### src/rtl/alu_arbiter_if.sv
// Request/response bundle for alu_arbiter: two requester ports and one result port.
interface alu_arbiter_if #(parameter int W = 16);
   logic         req0_valid;
   logic         req0_ready;
   logic [W-1:0] req0_x;
   logic [W-1:0] req0_y;
   logic [5:0]   req0_ctl;
   logic         req1_valid;
   logic         req1_ready;
   logic [W-1:0] req1_x;
   logic [W-1:0] req1_y;
   logic [5:0]   req1_ctl;
   logic         rsp_valid;
   logic         rsp_ready;
   logic         rsp_id;
   logic [W-1:0] rsp_out;
   logic         rsp_zr;
   logic         rsp_ng;

   modport master (
      output req0_valid, req0_x, req0_y, req0_ctl, input req0_ready,
      output req1_valid, req1_x, req1_y, req1_ctl, input req1_ready,
      input  rsp_valid, rsp_id, rsp_out, rsp_zr, rsp_ng, output rsp_ready
   );

   modport slave (
      input  req0_valid, req0_x, req0_y, req0_ctl, output req0_ready,
      input  req1_valid, req1_x, req1_y, req1_ctl, output req1_ready,
      output rsp_valid, rsp_id, rsp_out, rsp_zr, rsp_ng, input rsp_ready
   );
endinterface

### src/rtl/alu_arbiter.sv
// Two-requester arbiter in front of a two-stage Hack-style ALU, one operation in flight.
// ALU_ARB_FIXED_PRIO_EN: requester 0 always wins ties (no last-grant state).
module alu_arbiter #(
   parameter int W = 16
) (
   input  logic          clk,
   input  logic          rst_n,
   alu_arbiter_if.slave  bus
);

   typedef enum logic [1:0] {
      IDLE = 2'd0,
      EXEC = 2'd1,
      RESP = 2'd2
   } state_t;

   state_t       state_r;
   state_t       state_s;
   logic         any_valid_s;
   logic         winner_s;
   logic         accept_s;
   logic         req0_ready_s;
   logic         req1_ready_s;
   logic [W-1:0] sel_x_s;
   logic [W-1:0] sel_y_s;
   logic [5:0]   sel_ctl_s;
   logic [W-1:0] x2_r;
   logic [W-1:0] y2_r;
   logic         f_r;
   logic         no_r;
   logic         id_r;
   logic [W-1:0] fo_s;
   logic [W-1:0] res_s;
   logic         rsp_valid_r;
   logic         rsp_id_r;
   logic [W-1:0] rsp_out_r;
   logic         rsp_zr_r;
   logic         rsp_ng_r;

   // Operand pre-conditioning: optional zeroing followed by optional inversion.
   function automatic logic [W-1:0] pre_op(input logic [W-1:0] v, input logic z, input logic n);
      logic [W-1:0] v1;
      v1 = z ? {W{1'b0}} : v;
      return n ? ~v1 : v1;
   endfunction

`ifndef ALU_ARB_FIXED_PRIO_EN
   logic last_grant_r;

   // Last-grant memory for round-robin tie breaking; reset value lets requester 0 win first.
   always_ff @(posedge clk or negedge rst_n) begin
      if (!rst_n) begin
         last_grant_r <= 1'b1;
      end else if (accept_s) begin
         last_grant_r <= winner_s;
      end
   end
`endif

   // Arbitration winner among the currently pending requests.
   always_comb begin
      any_valid_s = bus.req0_valid | bus.req1_valid;
      if (bus.req0_valid && bus.req1_valid) begin
`ifdef ALU_ARB_FIXED_PRIO_EN
         winner_s = 1'b0;
`else
         winner_s = ~last_grant_r;
`endif
      end else if (bus.req1_valid) begin
         winner_s = 1'b1;
      end else begin
         winner_s = 1'b0;
      end
   end

   // Winner operand select.
   always_comb begin
      if (winner_s) begin
         sel_x_s   = bus.req1_x;
         sel_y_s   = bus.req1_y;
         sel_ctl_s = bus.req1_ctl;
      end else begin
         sel_x_s   = bus.req0_x;
         sel_y_s   = bus.req0_y;
         sel_ctl_s = bus.req0_ctl;
      end
   end

   // State register.
   always_ff @(posedge clk or negedge rst_n) begin
      if (!rst_n) begin
         state_r <= IDLE;
      end else begin
         state_r <= state_s;
      end
   end

   // Next-state logic.
   always_comb begin
      state_s = state_r;
      case (state_r)
         IDLE:    state_s = any_valid_s ? EXEC : IDLE;
         EXEC:    state_s = RESP;
         RESP:    state_s = bus.rsp_ready ? IDLE : RESP;
         default: state_s = IDLE;
      endcase
   end

   // FSM outputs: grants are combinational so a request is taken in the cycle it is offered.
   always_comb begin
      accept_s     = 1'b0;
      req0_ready_s = 1'b0;
      req1_ready_s = 1'b0;
      case (state_r)
         IDLE: begin
            accept_s     = rst_n & any_valid_s;
            req0_ready_s = rst_n & any_valid_s & ~winner_s;
            req1_ready_s = rst_n & any_valid_s & winner_s;
         end
         EXEC:    accept_s = 1'b0;
         RESP:    accept_s = 1'b0;
         default: accept_s = 1'b0;
      endcase
   end

   // Stage 1: capture the winner's conditioned operands, function bits and id.
   always_ff @(posedge clk or negedge rst_n) begin
      if (!rst_n) begin
         x2_r <= {W{1'b0}};
         y2_r <= {W{1'b0}};
         f_r  <= 1'b0;
         no_r <= 1'b0;
         id_r <= 1'b0;
      end else if (accept_s) begin
         x2_r <= pre_op(sel_x_s, sel_ctl_s[5], sel_ctl_s[4]);
         y2_r <= pre_op(sel_y_s, sel_ctl_s[3], sel_ctl_s[2]);
         f_r  <= sel_ctl_s[1];
         no_r <= sel_ctl_s[0];
         id_r <= winner_s;
      end
   end

   // Stage 2 function: add (carry dropped) or AND, then optional inversion.
   always_comb begin
      if (f_r) begin
         fo_s = x2_r + y2_r;
      end else begin
         fo_s = x2_r & y2_r;
      end
      if (no_r) begin
         res_s = ~fo_s;
      end else begin
         res_s = fo_s;
      end
   end

   // Response registers: loaded only in EXEC so they hold steady through RESP back-pressure.
   always_ff @(posedge clk or negedge rst_n) begin
      if (!rst_n) begin
         rsp_valid_r <= 1'b0;
         rsp_id_r    <= 1'b0;
         rsp_out_r   <= {W{1'b0}};
         rsp_zr_r    <= 1'b0;
         rsp_ng_r    <= 1'b0;
      end else begin
         rsp_valid_r <= (state_s == RESP);
         if (state_r == EXEC) begin
            rsp_id_r  <= id_r;
            rsp_out_r <= res_s;
            rsp_zr_r  <= (res_s == {W{1'b0}});
            rsp_ng_r  <= res_s[W-1];
         end
      end
   end

   assign bus.req0_ready = req0_ready_s;
   assign bus.req1_ready = req1_ready_s;
   assign bus.rsp_valid  = rsp_valid_r;
   assign bus.rsp_id     = rsp_id_r;
   assign bus.rsp_out    = rsp_out_r;
   assign bus.rsp_zr     = rsp_zr_r;
   assign bus.rsp_ng     = rsp_ng_r;

endmodule

### src/flat_wrapper.sv
// flat-port wrapper written by rule: the top's interface ports become plain ports
module alu_arbiter_flat 
#(
   parameter int W = 16
)
  (clk, rst_n, bus_req0_valid, bus_req0_x, bus_req0_y, bus_req0_ctl, bus_req0_ready, bus_req1_valid, bus_req1_x, bus_req1_y, bus_req1_ctl, bus_req1_ready, bus_rsp_valid, bus_rsp_id, bus_rsp_out, bus_rsp_zr, bus_rsp_ng, bus_rsp_ready);
  alu_arbiter_if #(.W(W)) bus_i ();
  input  logic clk;
  input  logic rst_n;
  input wire logic [$bits(bus_i.req0_valid)-1:0] bus_req0_valid;
  input wire logic [$bits(bus_i.req0_x)-1:0] bus_req0_x;
  input wire logic [$bits(bus_i.req0_y)-1:0] bus_req0_y;
  input wire logic [$bits(bus_i.req0_ctl)-1:0] bus_req0_ctl;
  output wire logic [$bits(bus_i.req0_ready)-1:0] bus_req0_ready;
  input wire logic [$bits(bus_i.req1_valid)-1:0] bus_req1_valid;
  input wire logic [$bits(bus_i.req1_x)-1:0] bus_req1_x;
  input wire logic [$bits(bus_i.req1_y)-1:0] bus_req1_y;
  input wire logic [$bits(bus_i.req1_ctl)-1:0] bus_req1_ctl;
  output wire logic [$bits(bus_i.req1_ready)-1:0] bus_req1_ready;
  output wire logic [$bits(bus_i.rsp_valid)-1:0] bus_rsp_valid;
  output wire logic [$bits(bus_i.rsp_id)-1:0] bus_rsp_id;
  output wire logic [$bits(bus_i.rsp_out)-1:0] bus_rsp_out;
  output wire logic [$bits(bus_i.rsp_zr)-1:0] bus_rsp_zr;
  output wire logic [$bits(bus_i.rsp_ng)-1:0] bus_rsp_ng;
  input wire logic [$bits(bus_i.rsp_ready)-1:0] bus_rsp_ready;
  assign bus_i.req0_valid = bus_req0_valid;
  assign bus_i.req0_x = bus_req0_x;
  assign bus_i.req0_y = bus_req0_y;
  assign bus_i.req0_ctl = bus_req0_ctl;
  assign bus_req0_ready = bus_i.req0_ready;
  assign bus_i.req1_valid = bus_req1_valid;
  assign bus_i.req1_x = bus_req1_x;
  assign bus_i.req1_y = bus_req1_y;
  assign bus_i.req1_ctl = bus_req1_ctl;
  assign bus_req1_ready = bus_i.req1_ready;
  assign bus_rsp_valid = bus_i.rsp_valid;
  assign bus_rsp_id = bus_i.rsp_id;
  assign bus_rsp_out = bus_i.rsp_out;
  assign bus_rsp_zr = bus_i.rsp_zr;
  assign bus_rsp_ng = bus_i.rsp_ng;
  assign bus_i.rsp_ready = bus_rsp_ready;
  alu_arbiter #(.W(W)) u_core (.clk(clk), .rst_n(rst_n), .bus(bus_i));
endmodule
### config.mk
export PLATFORM = sky130hd
export DESIGN_NAME = alu_arbiter_flat
export DESIGN_NICKNAME = d
export VERILOG_FILES = /design/src/rtl/alu_arbiter_if.sv /design/src/rtl/alu_arbiter.sv /design/src/flat_wrapper.sv
export SDC_FILE = /design/constraint.sdc
export NUM_CORES = 1
export LEC_CHECK = 0
export ABC_CLOCK_PERIOD_IN_PS = 2700
export CELL_PAD_IN_SITES_DETAIL_PLACEMENT = 0
export CELL_PAD_IN_SITES_GLOBAL_PLACEMENT = 1
export CORE_MARGIN = 2
export CORE_UTILIZATION = 33
export CTS_CLUSTER_SIZE = 14
export DETAILED_ROUTE_END_ITERATION = 10
export PLACE_DENSITY = 0.86
export SYNTH_ARGS = -nofsm -noshare
export SYNTH_HDL_FRONTEND = slang
export SYNTH_SLANG_ARGS = --single-unit
export TNS_END_PERCENT = 100
### constraint.sdc
create_clock -name clk -period 2.7 [get_ports clk]
set_clock_uncertainty 0.2 [all_clocks]
set_input_delay 0.405 -clock clk [delete_from_list [all_inputs] [get_ports clk]]
set_output_delay 0.405 -clock clk [all_outputs]
set_load 0.05 [all_outputs]
Yosys cells after proc, flatten, opt, wreduce, memory -nomap -nowiden --
Cells that the tools add are included.
Storage, ports and cells: register bits after elaboration 58, input port bits 81, output and inout bits 22, word-level logic and storage cells 46
Operators by class: add/sub/neg operators 1, equality and inequality tests 3, mux-type cells 17, bitwise gates (word level) 10, reduce and logical (&&, ||, !) cells 3
Operators by type and width (number):
- 16-bit 2-to-1 mux | 8
- 16-bit inverter | 3
- 16-bit adder | 1
- 16-bit bitwise AND | 1
- 16-bit zero test | 1
- 1-bit 2-to-1 mux | 6
- 6-bit 2-to-1 mux | 1
- 2-bit case mux with 3 select lines | 1
- 2-bit == test (second input constant) | 2
- 1-bit bitwise AND | 3
- 2-bit by 1-bit == test with 1-bit output (second input constant) | 1
- 2-bit zero test | 1
- 2-bit 2-to-1 mux | 1
- 1-bit inverter | 2
- 1-bit logical AND | 1
- 1-bit bitwise OR | 1

Logic depth before layout (Yosys ltp) --
depth after elaboration 6, depth in mapped cells 10, mapped depth without buffers 10

Least setup slack after synthesis --
Ideal clock, no wire load.
path type register to register, start register u_core.y2_r[0], end register u_core.rsp_zr_r (netlist: u_core.bus.rsp_zr), library setup time 0.092 ns, arrival time 2.652 ns, required time 2.408 ns, setup slack -0.244 ns, stages on the path, launching flop included 11, period minus slack after synthesis 2.944 ns, cells stage by stage dfrtp_1 ha_1 fa_1 a21o_1 a21oi_1 xnor2_1 mux2i_1 or4_1 a211oi_1 o211ai_1 o31ai_2
On the way: cells in the longest elaborated chain, start to end 5, elaborated cells between the ends (all ways) 6, classes of those cells add/sub (1); mux (2); bitwise (2); reduce/logical (1)
Ends and longest elaborated chain:
- start, declared | line alu_arbiter.sv:28 | logic [W-1:0] y2_r;
- start signal, assigned | line alu_arbiter.sv:130 | y2_r <= {W{1'b0}};
- start signal, assigned | line alu_arbiter.sv:136 | y2_r <= pre_op(sel_y_s, sel_ctl_s[3], sel_ctl_s[2]);
- 16-bit adder / 16-bit bitwise AND (equally long branches) | line alu_arbiter.sv:146, alu_arbiter.sv:148
- 16-bit 2-to-1 mux (*) | line alu_arbiter.sv:145 | if (f_r) begin
- 16-bit inverter | line alu_arbiter.sv:151 | res_s = ~fo_s;
- 16-bit 2-to-1 mux (*) | line alu_arbiter.sv:150 | if (no_r) begin
- 16-bit zero test (*) | line alu_arbiter.sv:170 | rsp_zr_r <= (res_s == {W{1'b0}});
- end signal, assigned | line alu_arbiter.sv:170
- end, declared | line alu_arbiter.sv:37 | logic rsp_zr_r;
Every way passes the cells marked *; elsewhere a longest branch is shown, timed or not. A chain may end at the register's enable or synchronous reset.

Worst setup path in the final report --
Same ends and word-level chain as after synthesis.

==> key figures <==
Outcome
  • Outcome: complete, but fails checks
  • Failing checks: setup timing

Min path
  • Hold Path Class: in -> async

Clocking
  • Clk Latency, worst-skew pair: 0.33 ns
  • CTS tree: built
  • Clock sinks: 57
  • CTS H-Tree Depth: 3
  • Clk root buf: clkbuf_16
  • Total CTS buffers: 9
  • Maximum root-to-sink buffer count: 2
  • Cts hold-fix bufs: 0
  • Reg clk slew, reported paths: ~0.05 ns

GRT
  • GRT overflow: 0
  • Vias in the first global route: roughly 3,700
  • GR Util All Layers: between 15 and 20%
  • Initial antenna violation count: 0
  • First-pass GRT wire length: ~17,000 um
  • Largest net degree at the start of global routing: 58

Critical path
  • CP required: about 2.7 ns
  • Critical path class: reg -> reg
  • WP data arrival: ~2.9 ns
  • Worst R2R End: u_core.bus.rsp_zr$_DFFE_PN0P_
  • Cells on worst reg2reg path: 11
  • Reg2reg start: u_core.y2_r[0]$_DFFE_PN0P_
  • Worst R2R Setup Slack: -0.19 ns
  • Critical path startpoint category: flip-flop
  • Critical-path maximum fanout: 3
  • CP Capture Type: flip-flop

Timing
  • RSZ-0062 raised after global routing: yes
  • Fin. Hold Viols: 0
  • Final number of setup-violating endpoints: 3
  • Pins Over Slew Limit: 0
  • Hold_ws: 0.0490 ns
  • Fmax: about 350 MHz
  • Slew headroom: 48.7%
  • Period Utilization, post-route: 107%
  • Measured slew at the worst slew-check pin: 0.770 ns
  • Setup WS post-layout: -0.193 ns
  • Final worst path period need: about 2.9 ns

Routing
  • Final ANT Viol Nets: 0
  • Drt via density: about 4.9
  • Final wirelength: about 11,000 um
  • Detailed Route Iter0 Violations: 170
  • DRC violations left: 0
  • First drt pass iteration count: 4
  • Via count: 3,787
  • Routed wire per std cell: 13.6 um

Synthesis
  • Post-synth EDFFs: 0
  • Synth Area in Compound Gates: between 20% and 30%
  • Largest family of logic cells by synthesized area: compound AO/OA/AOI/OAI gates
  • Xor/xnor cell area share of the yosys netlist: between 10% and 20%
  • Synth top area share: 34.5%
  • Synth async-reset ratio: 100%
  • Synth Register Bits: between 50 and 60
  • Post-Syn Nets: 591
  • Dominant cell type by area after synthesis: dfrtp_1
  • Main synth FF type: dfrtp_1
  • Simple-Gate Fraction of Synth Area: between 10% and 20%
  • Synth warnings: 0
  • Cell variety after synth: 56
  • Top post-synthesis cells by area: dfrtp_1 (34%), nand2_1 (12%), xor2_1 (6.9%), o21ai_0 (6.4%), a21oi_1 (5.2%)
  • Synth Instances: 493
  • Sequential area share after synthesis: between 30% and 40%
  • Synth Cell Area: about 0.0041 mm2
  • Post-Synth Adder-Cell Area: roughly 5.4%
  • Avg Inst Size Synth: ~8.2 um2
  • Mux share of post-synthesis cell area: under 10%

Die
  • Initial Util: between 30% and 40%
  • Core area: between 0.01 and 0.015 mm2
  • Die width: ~110 um
  • Io pins: approximately 100
  • FP Rows: 40
  • Height of the chip: 115 um
  • Die area: 0.0132 mm2

Job
  • Number of max-cap violations: 0

Power
  • Cell Pwr Density: between 1000 and 1500 mW/mm2
  • Leakage: approximately 0.0027 uW
  • VDD IR-drop max: 0.485 mV

Finish
  • Commonest non-fill, non-tap cell in the layout: nand2_1
  • Non-Filler Instances: 777
  • Final-layout fill cell count: approximately 1,200
  • Most frequent cells in the layout: nand2_1 (131), clkdlybuf4s50_1 (99), dfrtp_1 (56), o21ai_0 (49), buf_4 (47)
  • N_diodes: 0
  • Final #Nets: between 700 and 800
  • Ratio of cells with drive above 1 in the final layout: 16.7%
  • Area grow syn2layout: 47.5%

Placed design
  • Port bufs: a little over 100
  • Post-DP HPWL: between 8000 and 9000 um
  • GPL Wtd Cong: between 0.9 and 1
  • Placed Cells: between 700 and 800
## cell families (layout without fill, tap and decap cells)
family,after synthesis,count (layout)
AO/OA/AOI/OAI,139,139
XOR/XNOR,56,56
adder cells (fa/ha/maj),17,17
buffers and inverters,38,175
flip-flops,57,57
multiplexers,15,15
AND/OR/NAND/NOR,171,171
## metrics by stage
stage / total power (uW) / setup TNS (ns) / setup WS (ns) / utilization [%] / cell area (um2)
floorplan: 4680 / -0.0892 / -0.0892 / - / 4090
global placement: 6080 / -0.150 / -0.142 / 46.3 / 5560
detailed placement: 6200 / -0.440 / -0.227 / 46.3 / 5560
CTS: 7410 / -0.221 / -0.193 / 49.1 / 5900
global route: 8180 / -1.08 / -0.330 / 49.9 / 6000
finish: 7580 / -0.330 / -0.193 / 49.9 / 6000
## worst max-delay path by stage
stage,start,end,slack (ns),depth (start not counted)
floorplan,u_core.x2_r[0]$_DFFE_PN0P_,u_core.bus.rsp_zr$_DFFE_PN0P_,-0.09,10
global placement,u_core.x2_r[0]$_DFFE_PN0P_,u_core.bus.rsp_zr$_DFFE_PN0P_,-0.14,10
detailed placement,u_core.y2_r[0]$_DFFE_PN0P_,u_core.bus.rsp_zr$_DFFE_PN0P_,-0.23,10
CTS,u_core.y2_r[0]$_DFFE_PN0P_,u_core.bus.rsp_zr$_DFFE_PN0P_,-0.19,9
global route,u_core.y2_r[0]$_DFFE_PN0P_,u_core.bus.rsp_zr$_DFFE_PN0P_,-0.33,11
finish,u_core.y2_r[0]$_DFFE_PN0P_,u_core.bus.rsp_zr$_DFFE_PN0P_,-0.19,11
## cell usage after synthesis (all sizes together), types with 2 or more instances
library cell,count
a2111oi,3
a211o,2
a211oi,5
a21o,9
a21oi,44
a31oi,2
and3,5
buf,11
clkbuf,20
dfrtp,56
ha,16
inv,6
mux2,5
mux2i,10
nand2,132
nand4,4
nor2,7
nor2b,3
nor3,3
nor3b,2
nor4,2
o2111ai,2
o211ai,3
o21a,5
o21ai,53
o31ai,4
or3,6
or4,2
xnor2,24
xor2,32
## registers in the layout (all words and copies together), names as in the netlist
register              flops
u_core.y2_r              16
u_core.x2_r              16
u_core.f_r                1
u_core.no_r               1
u_core.bus.rsp_id         1
u_core.bus.rsp_valid      1
u_core.bus.rsp_out       15
u_core.state_r            2
u_core.bus.rsp_zr         1
u_core.bus.rsp_ng         1
u_core.last_grant_r       1
u_core.id_r               1
## critical path: stages, from the launching register on
cell and delay, ns:
dfrtp_1 0.41, ha_4 0.18, fa_2 0.34, a21o_1 0.23, a221oi_4 0.28, buf_4 0.17, a21oi_2 0.05, xnor2_1 0.15
mux2_4 0.19, nor3b_1 0.21, o211ai_1 0.15, o31ai_2 0.25
## per-layer routing
metal / global-route usage (%) / vias up / part of all wire, %
li1: - / 1973 / -
met1: 21.6 / 1711 / 48
met2: 27.1 / 88 / 47
met3: 2.11 / 15 / 3.7
met4: 6.18 / 0 / 1.7
met5: 0 / - / 0
## power by group
part           internal, uW  total, uW  switching [uW]
Sequential             1260       1520             261
Clock                   664       1030             363
Combinational          2330       5030            2700
## what timing repair did
item / in CTS / in global routing
pin swaps: 8 / 9
gates resized for setup: 10 / 13
endpoints found under the setup margin: 7 / 10
setup buffers: 3 / 3
## area by class of cell
cell class / count / area (um2) / area share [%]
sequential: 57 / 1430 / 23.8
inverter: 7 / 26.3 / 0.438
multi-input combinational: 398 / 2640 / 43.9
clock inverter: 3 / 15.0 / 0.250
clock buffer: 13 / 260 / 4.34
tap: 147 / 184 / 3.07
timing repair buffer: 152 / 1450 / 24.2
No activity file was read; power rests on OpenSTA's default activity.
==> edit: new RTL, same settings <==
Encoding of `state_t`: now one-hot (3 bits for 3 states).
--- a/src/rtl/alu_arbiter.sv
+++ b/src/rtl/alu_arbiter.sv
@@ -10,6 +10,6 @@
 
-   typedef enum logic [1:0] {
-      IDLE = 2'd0,
-      EXEC = 2'd1,
-      RESP = 2'd2
+   typedef enum logic [2:0] {
+      IDLE = 3'b001,
+      EXEC = 3'b010,
+      RESP = 3'b100
    } state_t;
Function: same outputs for any inputs over 10 cycles, from zero or initial values and one cycle with rst_n low; not proved beyond that.
==> edit against the original RTL <==
Cell area grew 2.4%. Sequential cell count rose by 1. Worst setup slack worse by 140 ps. Critical endpoint is now u_core.bus.rsp_zr$_DFFE_PN0N_. First-iteration DRC count down 18%. Power shrank 0.89%. Wire length rose by 2.5%. Hold slack improved by 28 ps. Area after synthesis rose by 1.7%. The run still ends with setup timing left. Non-clock buffer count rose by 8.
==> edit: results (changes against the original RTL) <==
[logic_synthesis]
synth_common_cells=nand2_1, dfrtp_1, o21ai_0
ys_seq_area_frac=0.3516  ; +0.0004035
avgSynthCellArea_um2=8.189  ; -0.69%
synth_nets=603  ; +2.0%
synth_area_leaders=dfrtp_1, nand2_1, xor2_1

[critical_path]
arrival_ps=3040  ; +110 ps
r2r_cells=10  ; -1
cp_max_fo=4  ; +1
endpoint=u_core.bus.rsp_zr$_DFFE_PN0N_
crit_start=u_core.x2_r[0]$_DFFE_PN0P_

[sta]
finalMaxSlewViolations=0  ; unchanged
setup_viol=9  ; +6
tns_ps=-1212  ; -881.7 ps
fin_ws_ps=-331.2  ; -138.6 ps
maxSlewHeadroom=0.4992  ; +0.01269

[placement]
placed_cell_area_um2=5649  ; +1.6%
place_congestion=0.8897  ; -2.1%
dp_hpwl_um=8319  ; +1.7%
dpl.cell_count=795  ; +5.3%
pre_cts_slack_ps=-344.5  ; -117.7 ps

[clock_network]
clkLatencyLatePin_ps=320
cts_root_buf=clkbuf_16
h-tree-depth=3  ; unchanged

[route]
vias=3886  ; +2.6%
drt-vias-per-instance=4.751  ; -2.5%
wl_um=10820  ; +2.5%
dr.first_iter.drc_count=139  ; -18%
firstDrtPassIters=5  ; +1

[power_and_ir_drop]
p_switching_w=0.003281  ; -1.2%
ir_worst_vdd_uv=519.9  ; +7.2%
p_leak_nw=2.759  ; +3.0%

[final_layout]
drive_above_1_share=0.1815  ; +0.01487
final_nets=743  ; +2.8%

[grt]
grt_pass1_wl_um=17800  ; +3.0%
grt.total_usage=0.1647  ; +0.002183
grt_max_degree=59  ; +1.7%
antenna_found_initial=0  ; unchanged

[outcome]
status=finished with violations
violations=setup timing

-- edit: cell types whose count changed in the layout (fill, tap and decap cells not counted), moves of 4 or more --
cell and delta:
xor2_1 +11, inv_1 -4, nor3_2 +4, nand4_1 -4, a21oi_1 +7, nand3b_1 +4, nand2_1 +6, nor2_1 +9
xnor2_1 -12, buf_4 +9, or3_1 -6
-- edit: cell type report --
cell class                      instances  area (µm²)
Multi-Input combinational cell        414        2698
Clock buffer                           14       274.0
Tap cell                              168       210.2
Sequential cell                        58        1454
Inverter                                2       7.507
Clock inverter                          2       10.01
Fill cell                            1152        5971
Timing Repair Buffer                  160        1488
-- edit: worst max-delay path: stages, from the launching register on --
cell	delay, ps
dfrtp_1	380
ha_2	200
fa_2	330
a21o_1	170
a221o_2	430
o21a_1	200
a221o_1	330
xor2_2	160
mux2i_4	170
mux2i_1	250
o31ai_2	80
-- edit: worst min path at each step --
| stage | to | slack (ps) | from | cells past startpoint |
|---|---|---|---|---|
| floorplan | u_core.bus.rsp_id$_DFFE_PN0N_ | -90 | rst_n | 0 |
| global placement | u_core.id_r$_DFFE_PN0P_ | 270 | u_core.id_r$_DFFE_PN0P_ | 1 |
| detailed placement | u_core.bus.rsp_out[2]$_DFFE_PN0N_ | 270 | u_core.bus.rsp_out[2]$_DFFE_PN0N_ | 2 |
| CTS | u_core.bus.rsp_valid$_DFF_PN0_ | 110 | rst_n | 2 |
| global route | u_core.bus.rsp_valid$_DFF_PN0_ | 160 | rst_n | 2 |
| finish | u_core.state_r[2]$_DFF_PN0_ | 80 | rst_n | 2 |
-- edit: kinds of logic after synthesis --
family	after synthesis	share of synthesized area
simple gates	186	0.1933
compound gates	143	0.2115
flops	58	0.3516
xor+xnor	54	0.1144
buf+inv	33	0.03812
fa+ha+maj	17	0.05325
mux	14	0.03782
-- edit: timing repair --
| action | in CTS | in global routing |
|---|---|---|
| hold endpoints to repair | 0 | 0 |
| setup endpoints to repair | 10 | 11 |
| buffers inserted | 5 | 5 |
| resized for setup | 9 | 23 |
| pin swaps | 10 | 9 |
-- edit: routing by layer --
| layer | share of wire | wire [µm] | GRT usage |
|---|---|---|---|
| met1 | 0.48 | 5200 | 0.2160 |
| met2 | 0.47 | 5040 | 0.2752 |
| met3 | 0.040 | 437 | 0.03033 |
| met4 | 0.013 | 144 | 0.05397 |
| met5 | 0 | 0 | 0 |
-- edit: power groups by stage --
stage | Clock (W) | Sequential, W | Combinational (W)
floorplan | 0 | 0.00186 | 0.00264
global placement | 0 | 0.00155 | 0.00433
detailed placement | 0 | 0.00157 | 0.00442
CTS | 0.00108 | 0.00157 | 0.00452
global route | 0.00112 | 0.00163 | 0.00536
finish | 0.00106 | 0.00157 | 0.00488
